### src/rtl/ss_counter_pkg.sv
// Shared types and helpers for the loadable modulo counter.
// Mode constants, calculation width and load clamp.
package ss_counter_pkg;

  typedef enum logic [0:0] {
    SSC_WRAP = 1'b0,
    SSC_SAT  = 1'b1
  } ssc_mode_t;

  localparam int unsigned SSC_MAX_WIDTH = 16;
  localparam int unsigned SSC_CALC_W    = SSC_MAX_WIDTH + 1;

  function automatic logic [SSC_CALC_W-1:0] ssc_clamp(input logic [SSC_CALC_W-1:0] i_val,
                                                      input logic [SSC_CALC_W-1:0] i_max);
    return (i_val > i_max) ? i_max : i_val;
  endfunction

endpackage

### src/rtl/ss_counter_next.sv
// Combinational next-count, limit detect and terminal count for ss_counter_mod.
module ss_counter_next
  import ss_counter_pkg::*;
#(
  parameter int unsigned WIDTH   = 6,
  parameter int unsigned MODULUS = 1 << WIDTH,
  parameter ssc_mode_t   MODE    = SSC_WRAP
) (
  input  logic [WIDTH-1:0] i_out,
  input  logic [WIDTH-1:0] i_in,
  input  logic             i_adv,
  input  logic             i_jmp,
  input  logic             i_dir,
  output logic [WIDTH-1:0] o_next,
  output logic             o_tc
);

  localparam logic [WIDTH:0] LIM_HI = (WIDTH + 1)'(MODULUS - 1);

  logic [WIDTH:0] w_cur;
  logic [WIDTH:0] w_lim;
  logic           w_at_lim;

  assign w_cur    = {1'b0, i_out};
  assign w_lim    = i_dir ? LIM_HI : '0;
  assign w_at_lim = (w_cur == w_lim);
  assign o_tc     = i_adv & ~i_jmp & w_at_lim;

  // Limit is compared before stepping, so a value >= MODULUS is never produced.
  always_comb begin
    o_next = i_out;
    if (i_jmp) begin
      o_next = WIDTH'(ssc_clamp(SSC_CALC_W'(i_in), SSC_CALC_W'(LIM_HI)));
    end else if (i_adv) begin
      if (!w_at_lim) begin
        o_next = i_dir ? WIDTH'(w_cur + 1'b1) : WIDTH'(w_cur - 1'b1);
      end else if (MODE == SSC_WRAP) begin
        o_next = i_dir ? '0 : WIDTH'(LIM_HI);
      end
    end
  end

endmodule

### src/rtl/ss_counter_mod.sv
// Parametrised loadable modulo counter: count and wrap-pulse flops around ss_counter_next.
module ss_counter_mod
  import ss_counter_pkg::*;
#(
  parameter int unsigned WIDTH   = 6,
  parameter int unsigned MODULUS = 1 << WIDTH,
  parameter ssc_mode_t   MODE    = SSC_WRAP
) (
  input  logic             i_clk,
  input  logic             i_rst,
  input  logic             i_adv,
  input  logic             i_jmp,
  input  logic             i_dir,
  input  logic [WIDTH-1:0] i_in,
  output logic [WIDTH-1:0] o_out,
  output logic             o_tc,
  output logic             o_wrap
);

  if (WIDTH < 2 || WIDTH > SSC_MAX_WIDTH) begin : g_bad_width
    $error("ss_counter_mod: WIDTH must be in 2..16");
  end
  if (MODULUS < 2 || MODULUS > (1 << WIDTH)) begin : g_bad_modulus
    $error("ss_counter_mod: MODULUS must be in 2..2**WIDTH");
  end

  logic [WIDTH-1:0] r_out;
  logic             r_wrap;
  logic [WIDTH-1:0] w_next;
  logic             w_tc;

  ss_counter_next #(
    .WIDTH  (WIDTH),
    .MODULUS(MODULUS),
    .MODE   (MODE)
  ) u_next (
    .i_out (r_out),
    .i_in  (i_in),
    .i_adv (i_adv),
    .i_jmp (i_jmp),
    .i_dir (i_dir),
    .o_next(w_next),
    .o_tc  (w_tc)
  );

  always_ff @(posedge i_clk or posedge i_rst) begin
    if (i_rst) begin
      r_out  <= '0;
      r_wrap <= 1'b0;
    end else begin
      r_out  <= w_next;
      r_wrap <= w_tc & (MODE == SSC_WRAP);
    end
  end

  assign o_out  = r_out;
  assign o_tc   = w_tc;
  assign o_wrap = r_wrap;

endmodule

### config.mk
export PLATFORM = sky130hd
export DESIGN_NAME = ss_counter_mod
export DESIGN_NICKNAME = d
export VERILOG_FILES = /design/src/rtl/ss_counter_pkg.sv /design/src/rtl/ss_counter_next.sv /design/src/rtl/ss_counter_mod.sv
export SDC_FILE = /design/constraint.sdc
export NUM_CORES = 1
export LEC_CHECK = 0
export BUFFER_PORTS_ARGS = -buffer_cell sky130_fd_sc_hd__buf_2
export CORE_MARGIN = 2
export CORE_UTILIZATION = 47
export CTS_CLUSTER_DIAMETER = 200
export DETAILED_ROUTE_END_ITERATION = 10
export PLACE_DENSITY = 0.79
export SETUP_SLACK_MARGIN = 0.02
export SLEW_MARGIN = 20
export SYNTH_ARGS = -nofsm -noshare
export SYNTH_HDL_FRONTEND = slang
export SYNTH_HIERARCHICAL = 1
export SYNTH_SLANG_ARGS = --single-unit
### constraint.sdc
create_clock -name i_clk -period 2.81 [get_ports i_clk]
set_input_delay 0.281 -clock i_clk [delete_from_list [all_inputs] [get_ports i_clk]]
set_output_delay 0.281 -clock i_clk [all_outputs]
set_load 0.005 [all_outputs]
-- Word-level counts from Yosys, hierarchy flattened
Cells that the tools add are included.
- word-level logic and storage cells: 15
- input port bits: 11
- bits in registers: 7
- add/sub/neg operators: 2
- muxes and demuxes: 6
- bitwise gates (word level): 3
- eq/ne operators: 1
- reduce and logical (&&, ||, !) cells: 1
- operators with widths (kind ; count):
    6-bit 2-to-1 mux ; 6
    6-bit by 7-bit equality test with 1-bit output ; 1
    6-bit by 1-bit adder with 6-bit output, second input constant ; 1
    6-bit by 1-bit subtractor with 6-bit output, second input constant ; 1
    1-bit bitwise AND ; 2
    2-bit nonzero test ; 1
    1-bit inverter ; 1

-- Longest topological paths before layout
Gate-level depths: netlist of the first run.
- depth after elaboration: 5
- depth in mapped cells: 7

-- Cells and area by module
The synthesis of the first run kept the hierarchy.
- by module, submodules not included (module ; area each (sq um) ; cells an instance ; instances):
    ss_counter_next ; 435.4 ; 57 ; 1
    ss_counter_mod ; 178.9 ; 8 ; 1

-- Least setup slack after synthesis of the first run
No wires, ideal clock.
- kind: flip-flop to flip-flop
- from: register r_out[0], in the netlist o_out[0]
- to: register r_out[4], in the netlist o_out[4]
- stages on the path, launching flop included: 7
- slack: 1.153 ns
- library setup time: 0.092 ns
- clock period less this slack: 1.657 ns
- data required time: 2.718 ns
- arrival: 1.565 ns
- buffers on the path: 0
- path through: dfrtp_1 > fa_1 > a21o_2 > a21oi_1 > xnor2_1 > a21oi_1 > o31ai_2
- word-level cells in the longest chain between the ends: 5
- ends and longest elaborated chain (element ; RTL line ; text):
    start, declared ; ss_counter_mod.sv:27 ; logic [WIDTH-1:0] r_out;
    start signal, assigned ; ss_counter_mod.sv:51 ; r_out <= w_next;
    6-bit by 1-bit subtractor with 6-bit output / 6-bit by 1-bit adder with 6-bit output (equally long branches) ; ss_counter_next.sv:36 ; o_next = i_dir ? WIDTH'(w_cur + 1'b1) : WIDTH'(w_cur - 1'b1);
    6-bit 2-to-1 mux ; ss_counter_next.sv:36 ;
    6-bit 2-to-1 mux (*) ; ss_counter_next.sv:35 ; if (!w_at_lim) begin
    6-bit 2-to-1 mux (*) ; ss_counter_next.sv:34 ; end else if (i_adv) begin
    6-bit 2-to-1 mux (*) ; ss_counter_next.sv:32 ; if (i_jmp) begin
    net w_next[4] ; ss_counter_mod.sv:29 ; logic [WIDTH-1:0] w_next;
Mark *: on every way through the listed nets, which the timed path passes. The rest lies on a longest branch. The select of a mux whose other input is x is not followed.
A chain may end at the register's enable or synchronous reset.

-- Final worst setup path of the first run
- from: register r_out[2], in the netlist o_out[2]
- to: output o_tc
- word-level cells in the longest chain between the ends: 2
- ends and longest elaborated chain (element ; RTL line ; text):
    6-bit by 7-bit equality test with 1-bit output ; ss_counter_next.sv:26 ; assign w_at_lim = (w_cur == w_lim);
    1-bit bitwise AND ; ss_counter_next.sv:27 ; assign o_tc = i_adv & ~i_jmp & w_at_lim;
    end, declared ; ss_counter_mod.sv:16 ; output logic o_tc,
No other way between the ends.

==> flow_metrics.tcl, run 1 <==
set metrics [dict create \
    status "finished clean" \
    drt-met1-wl_um 617 \
    synth_warnings 6 \
    maxSlewViolCount 0 \
    crit_path_top_delay_cell "dfrtp_1" \
    route.met3.wl_um 82 \
    worstMarginPinSlew_ns 0.309 \
    crit_arrival_ns 1.82 \
    die_height_um 40.2 \
    synth_area_per_cell_um2 9.45 \
    drt_iter0_drc 20 \
    whs_ns 0.233 \
    timing.setup.tns_ns 0 \
    pre_cts_slack_ns 0.820 \
    met2_length_um 617 \
    core.rowCount 13 \
    cts-resized-gates 0 \
    initial_utilization_pct 49.1 \
    regArea_um2 175 \
    clockBufferDepth 2 \
    grt_max_degree 14 \
    worstPathMaxFanout 5 \
    grt_pass1_vias 453 \
    h-tree-depth 1 \
    num_vias 539 \
    top_layer_used "met4" \
    syn_area_um2 614 \
    cts_tree "built" \
    multiInputGateArea_um2 402 \
    ys_ff_latch 7 \
    gp_congestion 0.781 \
    drive_gt1_share_pct 38.8 \
    path_class "register to output port" \
    antenna_found_initial 0 \
    nets 102 \
    fmaxAchievable_ghz 0.476 \
    wirelength_mm 1.33 \
    synth_cell_types 29 \
    period_needed_ns 2.10 \
    grt_pass1_wl_mm 2.01 \
    hold_path.class "primary input to register" \
    clk_latency_ns 0.25 \
    most-common-layout-cells "buf_2, dfrtp_1, nor2_1" \
    worstSetupStartpointType "register" \
    grt_util_all_layers_pct 19.5 \
    die_w_um 40.2 \
    end_kind "output port" \
    finalHoldViolCount 0 \
    setup_viol 0 \
    route.detailed.drc 0 \
    dieArea_um2 1610 \
    ioPinCount 19 \
    clkSinkCount 7 \
    antennaDiodeCount 0 \
    cp.required_ns 2.53 \
    root_buffer "clkbuf_4" \
    worst_slack_ns 0.711 \
    io_buffers 18 \
    slew_headroom_pct 79.4 \
    fin_crit_sh_pct 74.7 \
    rsz0062_at_grt "no" \
    finClkSkew_ns 0.00358 \
    cap_violations 0 \
    syn_inst 65 \
    antenna_left 0 \
    synth.yosys.seq_area_share_pct 28.5 \
    vias_per_cell 5.39 \
    dr.pass1.iters 4 \
    crit_chain "ha_1 > and4_4 > o21ai_2 > nor3b_1 > buf_2" \
    wl_per_cell_um 13.3 \
    syn_nets 81 \
    final_common_cell "buf_2" \
    critPathMaxStageDelay_ns 0.41 \
    grt_remaining_overflow 0 \
    area_growth_pct 18.7 \
    core_area_um2 1250 \
    p_per_area_nw_per_um2 557 \
    p_leak_nw 0.350 \
    fillers 108 \
    cts_buffers 3 \
    path_clk_slew_ns 0.06 \
    ir_worst_vdd_mv 0.239 \
    hpwlAfterDp_mm 1.02 \
]
what timing repair did:
item / in CTS / in global routing
hold buffers: 1 / 0
endpoints found under the hold margin: 7 / 0
buffers inserted: 0 / 0
critical path, delay by kind of cell (launching register included):
kind            cells  cell delay [ns]
buf+inv             1             0.16
simple gates        2             0.52
flops               1             0.41
compound gates      1             0.10
fa+ha+maj           1             0.38
state kept, by name, summed over array words and instances, names as in the netlist:
signal	flops
o_out	6
o_wrap	1
synthesized netlist by cell type, drive strengths merged:
| cell type | instances | area (um^2) |
|---|---|---|
| a22oi | 1 | 7.51 |
| a211oi | 1 | 12.5 |
| a2bb2oi | 1 | 8.76 |
| nor3 | 1 | 5.00 |
| ha | 4 | 50.1 |
| fa | 1 | 20.0 |
| inv | 2 | 7.51 |
| a21o | 3 | 23.8 |
| a21oi | 7 | 42.5 |
| nand3 | 1 | 5.00 |
| o31ai | 3 | 37.5 |
| buf | 3 | 30.0 |
| and4 | 1 | 11.3 |
| o21ai | 6 | 48.8 |
| nor3b | 1 | 7.51 |
| nor2 | 7 | 26.3 |
| xnor2 | 4 | 35.0 |
| o21bai | 1 | 7.51 |
| xor2 | 2 | 17.5 |
| and3 | 1 | 6.26 |
| dfrtp | 7 | 175 |
| nand2 | 7 | 28.8 |
through the flow:
stage / instance area [um^2] / instances / utilization [%] / power [mW]
after CTS: 729 / 100 / 58.2 / 0.407
final: 729 / 100 / 58.2 / 0.406
after global placement: 693 / 95 / 55.3 / 0.303
after floorplan: 614 / 65 / - / 0.268
after detailed placement: 693 / 95 / 55.3 / 0.309
after global routing: 729 / 100 / 58.2 / 0.433
path summary, 6_finish.rpt:
path,from,end,slack [ns],cells past startpoint
max in group asynchronous,i_rst,o_out[1],2.08,3
min reg2reg,o_out[3],o_out[3],0.64,2
min,i_in[1],o_out[1],0.23,3
max reg2reg,o_out[0],o_out[4],0.95,6
min in group asynchronous,i_rst,o_out[3],0.50,3
max,o_out[2],o_tc,0.71,5
kinds of logic (layout without fill, tap and decap cells):
| family | after synthesis | after routing | synth area share (%) |
|---|---|---|---|
| adder cells (fa/ha/maj) | 5 | 5 | 11.4 |
| XOR/XNOR | 6 | 6 | 8.55 |
| buffers and inverters | 5 | 25 | 6.11 |
| AND/OR/NAND/NOR | 19 | 19 | 14.7 |
| AO/OA/AOI/OAI | 23 | 23 | 30.8 |
| flip-flops | 7 | 7 | 28.5 |
power by group:
part	total, mW	switching (mW)	internal [mW]
logic	0.173	0.0877	0.0857
clock network	0.0963	0.0418	0.0545
registers	0.137	0.0222	0.114
total	0.406	0.152	0.255
layout make-up:
type                    count  area share [%]
flip-flops and latches      7            24.0
multi-input cells          53            55.1
repair buffers             19            13.7
clock buffers               4            3.60
inverters                   2            1.03
well taps                  15            2.57
per-layer routing:
| layer | GRT usage (%) | vias up |
|---|---|---|
| met2 | 27.8 | 20 |
| met3 | 5.00 | 2 |
| met4 | 10.3 | 0 |
| li1 | - | 272 |
| met5 | 0 | - |
| met1 | 26.6 | 245 |
No activity file was read; power rests on OpenSTA's default activity.
==> run 2: changes to the inputs <==
--- a/config.mk
+++ b/config.mk
@@ -7,10 +7,10 @@
 export LEC_CHECK = 0
 export BUFFER_PORTS_ARGS = -buffer_cell sky130_fd_sc_hd__buf_2
 export CORE_MARGIN = 2
-export CORE_UTILIZATION = 47
+export CORE_UTILIZATION = 44
 export CTS_CLUSTER_DIAMETER = 200
 export DETAILED_ROUTE_END_ITERATION = 10
-export PLACE_DENSITY = 0.79
+export PLACE_DENSITY = 0.78
 export SETUP_SLACK_MARGIN = 0.02
 export SLEW_MARGIN = 20
 export SYNTH_ARGS = -nofsm -noshare
==> constraint.sdc (replaced) <==
create_clock -name i_clk -period 1.8 [get_ports i_clk]
set_input_delay 0.18 -clock i_clk [delete_from_list [all_inputs] [get_ports i_clk]]
set_output_delay 0.18 -clock i_clk [all_outputs]
set_load 0.005 [all_outputs]
==> run 2 against run 1 <==
  * Die area is 6.1% higher
  * Global-route usage is 3.2 points higher
  * Cell area is 22% higher
  * Non-clock buffer count is 12 higher
  * Worst hold slack worse by 0.086 ns
  * Utilization is 10 points higher
  * First-iteration DRC count is 50% lower
  * Largest power group unchanged
==> flow_metrics.tcl, run 2 (synthesized netlist as in run 1, its figures left out) <==
set metrics [dict create \
    status "finished clean" \
    die_w_um 41.4 \
    cts_buffers 3 \
    nets 114 \
    largest_reg_flops 6 \
    rsz0062_at_grt "yes" \
    ioPinCount 19 \
    vias_per_cell 5.36 \
    grt_pass1_wl_mm 2.44 \
    maxSlewViolCount 0 \
    slew_headroom_pct 72.9 \
    antenna_left 0 \
    wirelength_mm 1.60 \
    worstPathMaxFanout 2 \
    finalHoldViolCount 0 \
    die_height_um 41.4 \
    instances_no_fill 112 \
    wl_per_cell_um 14.3 \
    path_class "register to output port" \
    cts_tree "built" \
    p_per_area_nw_per_um2 814 \
    worstMarginPinSlew_ns 0.406 \
    period_needed_ns 1.76 \
    grt_util_all_layers_pct 22.7 \
    area_growth_pct 45.4 \
    initial_utilization_pct 47.2 \
    setup_viol 0 \
    core.rowCount 13 \
    antennaDiodeCount 0 \
    path_clk_slew_ns 0.06 \
    crit_arrival_ns 1.58 \
    grt_pass1_vias 580 \
    grt_max_degree 14 \
    gp_congestion 0.813 \
    clk_latency_ns 0.25 \
    dieArea_um2 1710 \
    final_common_cell "buf_2" \
    grt_remaining_overflow 0 \
    ir_worst_vdd_mv 0.421 \
    clockBufferDepth 2 \
    cap_violations 0 \
    fmaxAchievable_ghz 0.569 \
    route.detailed.drc 0 \
    reg2reg_depth 7 \
    finClkSkew_ns 0.000529 \
    dr.pass1.iters 4 \
    hold_path.class "primary input to register" \
    drt_iter0_drc 10 \
    io_buffers 18 \
    placedCellCount 98 \
    whs_ns 0.147 \
    root_buffer "clkbuf_4" \
    cp.required_ns 1.62 \
    h-tree-depth 1 \
    worstSetupStartpointType "register" \
    min_path_cells 3 \
    p_leak_nw 0.410 \
    clkSinkCount 7 \
    end_kind "output port" \
    r2r_slack_ns 0.10 \
    drive_gt1_share_pct 54.6 \
    num_vias 600 \
    hpwlAfterDp_mm 1.03 \
    antenna_found_initial 0 \
    most-common-layout-cells "buf_2, buf_4, dfrtp_1, nor2_1, nand2_1" \
    fin_crit_sh_pct 97.7 \
    core_area_um2 1300 \
]
## run 2: where the power goes
part | internal (mW) | switching [mW]
clock network | 0.0849 | 0.0617
registers | 0.179 | 0.0332
logic | 0.199 | 0.170
## run 2: area by class of cell
cell class | instances | area (um^2)
repair buffers | 31 | 190
multi-input cells | 53 | 475
fillers | 103 | 408
flip-flops and latches | 7 | 175
clock buffers | 4 | 26.3
inverters | 2 | 7.51
well taps | 15 | 18.8
## run 2: timing repair
action / CTS / global route
resized for setup: 6 / 3
endpoints found under the hold margin: 7 / 0
pin swaps: 5 / 3
setup endpoints to repair: 1 / 3
hold buffers: 1 / 0
setup buffers: 9 / 0
## run 2: routing by layer
metal  vias to the layer above  share of wire [%]  global-route usage [%]
met5                         -                  0                       0
met4                         0               0.50                    16.1
met3                         2                4.6                    2.66
met2                        18                 52                    37.9
met1                       286                 43                    26.9
li1                        294                  -                       -
## run 2: final timing paths
check	start	end
min reg2reg	o_out[3]	o_out[3]
max reg2reg	o_out[4]	o_out[2]
max	o_out[4]	o_tc
min	i_in[4]	o_out[4]
min in group asynchronous	i_rst	o_out[3]
max in group asynchronous	i_rst	o_out[0]
## run 2: worst max-delay path: stages (launching register included)
cell	delay, ns
dfrtp_1	0.42
ha_4	0.29
and4_4	0.24
o21ai_4	0.07
nor3b_2	0.17
buf_2	0.14
## run 2: stage by stage
step                      power [mW]  util (%)  instance area (um^2)  TNS [ns]  setup slack (ns)
after floorplan                0.418         -                   614         0             0.143
after global placement         0.486      55.0                   716         0            0.0429
after detailed placement       0.493      55.0                   716         0            0.0358
after CTS                      0.711      67.8                   882         0            0.0266
after global routing           0.775      68.7                   893   -0.0371           -0.0371
final                          0.728      68.7                   893         0            0.0419
==> run 3: changes to the inputs <==
--- a/config.mk
+++ b/config.mk
@@ -6,6 +6,7 @@
 export NUM_CORES = 1
 export LEC_CHECK = 0
 export BUFFER_PORTS_ARGS = -buffer_cell sky130_fd_sc_hd__buf_2
+export CAP_MARGIN = 10
 export CORE_MARGIN = 2
 export CORE_UTILIZATION = 44
 export CTS_CLUSTER_DIAMETER = 200
==> constraint.sdc (replaced) <==
create_clock -name i_clk -period 1.8 [get_ports i_clk]
set_input_delay 0.36 -clock i_clk [delete_from_list [all_inputs] [get_ports i_clk]]
set_output_delay 0.36 -clock i_clk [all_outputs]
set_load 0.005 [all_outputs]
==> run 3 against run 2 <==
  * The run now ends with negative setup slack left
  * Critical path depth did not move
  * Sequential share of layout area up 0.86 points
  * Combinational power hardly changed
  * Die area did not move
  * Sequential cell count did not move
  * Count of clock-buffer cells in the layout did not move
  * Critical endpoint unchanged
  * Non-clock buffer count up 2
  * Largest cell class unchanged
  * Register-to-register slack got worse by 0.07 ns
  * Utilization down 2.9 points
  * Largest power group unchanged
  * Sequential power is 7% lower
==> flow_metrics.tcl, run 3 (synthesized netlist as in run 1, its figures left out) <==
set metrics [dict create \
    status "complete, but fails checks" \
    violations "negative setup slack" \
    p_clk_share_pct 20.9 \
    cp_top_family "simple AND/OR/NAND/NOR gates" \
    dpl-instance-area_um2 776 \
    cp.required_ns 1.44 \
    die_height_um 41.4 \
    switching_share_pct 35.8 \
    h-tree-depth 1 \
    largest_reg_flops 6 \
    top_layer_used "met4" \
    io_buffers 18 \
    drt-met1-wl_um 659 \
    fmaxAchievable_ghz 0.520 \
    worstSetupStartpointType "register" \
    path_clk_slew_ns 0.06 \
    p_per_area_nw_per_um2 837 \
    pre_cts_slack_ns -0.176 \
    slew_headroom_pct 81.4 \
    clkSinkCount 7 \
    antennaDiodeCount 0 \
    path_class "register to output port" \
    crit_path_top_delay_cell "dfrtp_1" \
    clk_latency_ns 0.25 \
    route.detailed.drc 0 \
    ioPinCount 19 \
    cap_violations 0 \
    cts_buffers 3 \
    drt_iter0_drc 10 \
    p_leak_nw 0.419 \
    vias_per_cell 5.25 \
    antenna_found_initial 0 \
    gp_congestion 0.857 \
    cts_tree "built" \
    dieArea_um2 1710 \
    nets 116 \
    dr.pass1.iters 4 \
    crit_arrival_ns 1.56 \
    root_buffer "clkbuf_4" \
    route.met3.wl_um 93 \
    num_vias 599 \
    initial_utilization_pct 47.2 \
    finClkSkew_ns 0.00151 \
    path_buf_inv 1 \
    switchingPower_uw 256 \
    setup_viol 1 \
    worstPathMaxFanout 2 \
    final_area_um2 856 \
    period_needed_ns 1.92 \
    grt_pass1_vias 532 \
    maxSlewViolCount 0 \
    antenna_left 0 \
    hpwlAfterDp_mm 1.17 \
    final_util_pct 65.8 \
    worstMarginPinSlew_ns 0.279 \
    worst_slack_ns -0.124 \
    crit_chain "ha_1 > and4_4 > o21ai_2 > nor3b_2 > buf_2" \
    finalHoldViolCount 0 \
    grt_pass1_wl_mm 2.26 \
    fin_crit_sh_pct 107 \
    core_area_um2 1300 \
    hold_path.class "primary input to asynchronous set/reset pin" \
    rsz0062_at_grt "yes" \
    most-common-layout-cells "buf_2, buf_4, dfrtp_1, nor2_1, nand2_1" \
    postCtsHoldBufs 0 \
    clockBufferDepth 2 \
    end_kind "output port" \
    final_common_cell "buf_2" \
    wl_per_cell_um 13.4 \
    die_w_um 41.4 \
    drive_gt1_share_pct 52.5 \
    core.rowCount 13 \
    p_int_uw 460 \
    power_frac_seq_pct 27.7 \
    area_growth_pct 39.3 \
    grt_util_all_layers_pct 21.6 \
    wirelength_mm 1.53 \
    combinationalPowerShare_pct 51.3 \
    met2_length_um 754 \
    ir_worst_vdd_mv 0.398 \
    grt_max_degree 14 \
    critPathMaxStageDelay_ns 0.39 \
    grt_remaining_overflow 0 \
]
-- run 3: changes by cell type in the layout (fill, tap and decap cells not counted) --
| cell | delta |
|---|---|
| buf_4 | +3 |
| dlygate4sd3_1 | -1 |
| ha_1 | +3 |
| ha_4 | -3 |
| nor3_1 | +1 |
| nor3_2 | -1 |
| o21ai_2 | +1 |
| o21ai_4 | -1 |
-- run 3: worst reg2reg max path: stages (launching register included) --
cell and delay (ns):
dfrtp_1 0.38, buf_4 0.15, fa_2 0.37, a21o_2 0.20, a21oi_2 0.12, xnor2_1 0.16
a21oi_1 0.12, o31ai_2 0.18
-- run 3: stage by stage --
stage | power [mW] | std cells | hold slack, ns | setup TNS [ns]
after floorplan | 0.418 | 65 | 0.163 | 0
after global placement | 0.525 | 106 | 0.297 | -0.320
after detailed placement | 0.533 | 106 | 0.308 | -0.656
after CTS | 0.705 | 112 | 0.0256 | -0.187
after global routing | 0.770 | 114 | 0.0357 | -0.251
final | 0.716 | 114 | 0.0271 | -0.124
-- run 3: layer usage --
layer  global-route usage [%]  vias up
met2                     32.4       25
met5                        0        -
met1                     26.2      274
li1                         -      298
met3                     3.19        2
met4                     20.2        0
-- run 3: area by class of cell --
type                            count  area, um^2
Clock buffer                        4        26.3
Multi-Input combinational cell     53         425
Inverter                            2        7.51
Tap cell                           15        18.8
Sequential cell                     7         175
Fill cell                         109         445
Timing Repair Buffer               33         203
-- run 3: timing repair --
item                                    CTS  global route
setup buffers                             2             2
endpoints found under the setup margin    1             3
pin swaps                                 0             5
resized for setup                         2             2
-- run 3: final timing paths --
check,startpoint,end,slack [ns],cells past startpoint
worst min register to register,o_out[2],o_out[2],0.74,3
worst max register to register,o_out[1],o_out[4],0.03,7
max in group asynchronous,i_rst,o_out[2],1.56,2
worst min-delay path,i_rst,o_wrap,0.03,2
min in group i_clk,i_in[1],o_out[1],0.32,3
worst max-delay path,o_out[2],o_tc,-0.12,5
-- run 3: power groups by stage --
stage / logic [mW] / clock network (mW) / registers, mW
2_1_floorplan: 0.209 / 0 / 0.209
3_5_place_dp: 0.329 / 0 / 0.205
5_1_grt: 0.402 / 0.167 / 0.201
6_report: 0.368 / 0.150 / 0.198
4_1_cts: 0.347 / 0.157 / 0.200
3_3_place_gp: 0.321 / 0 / 0.204
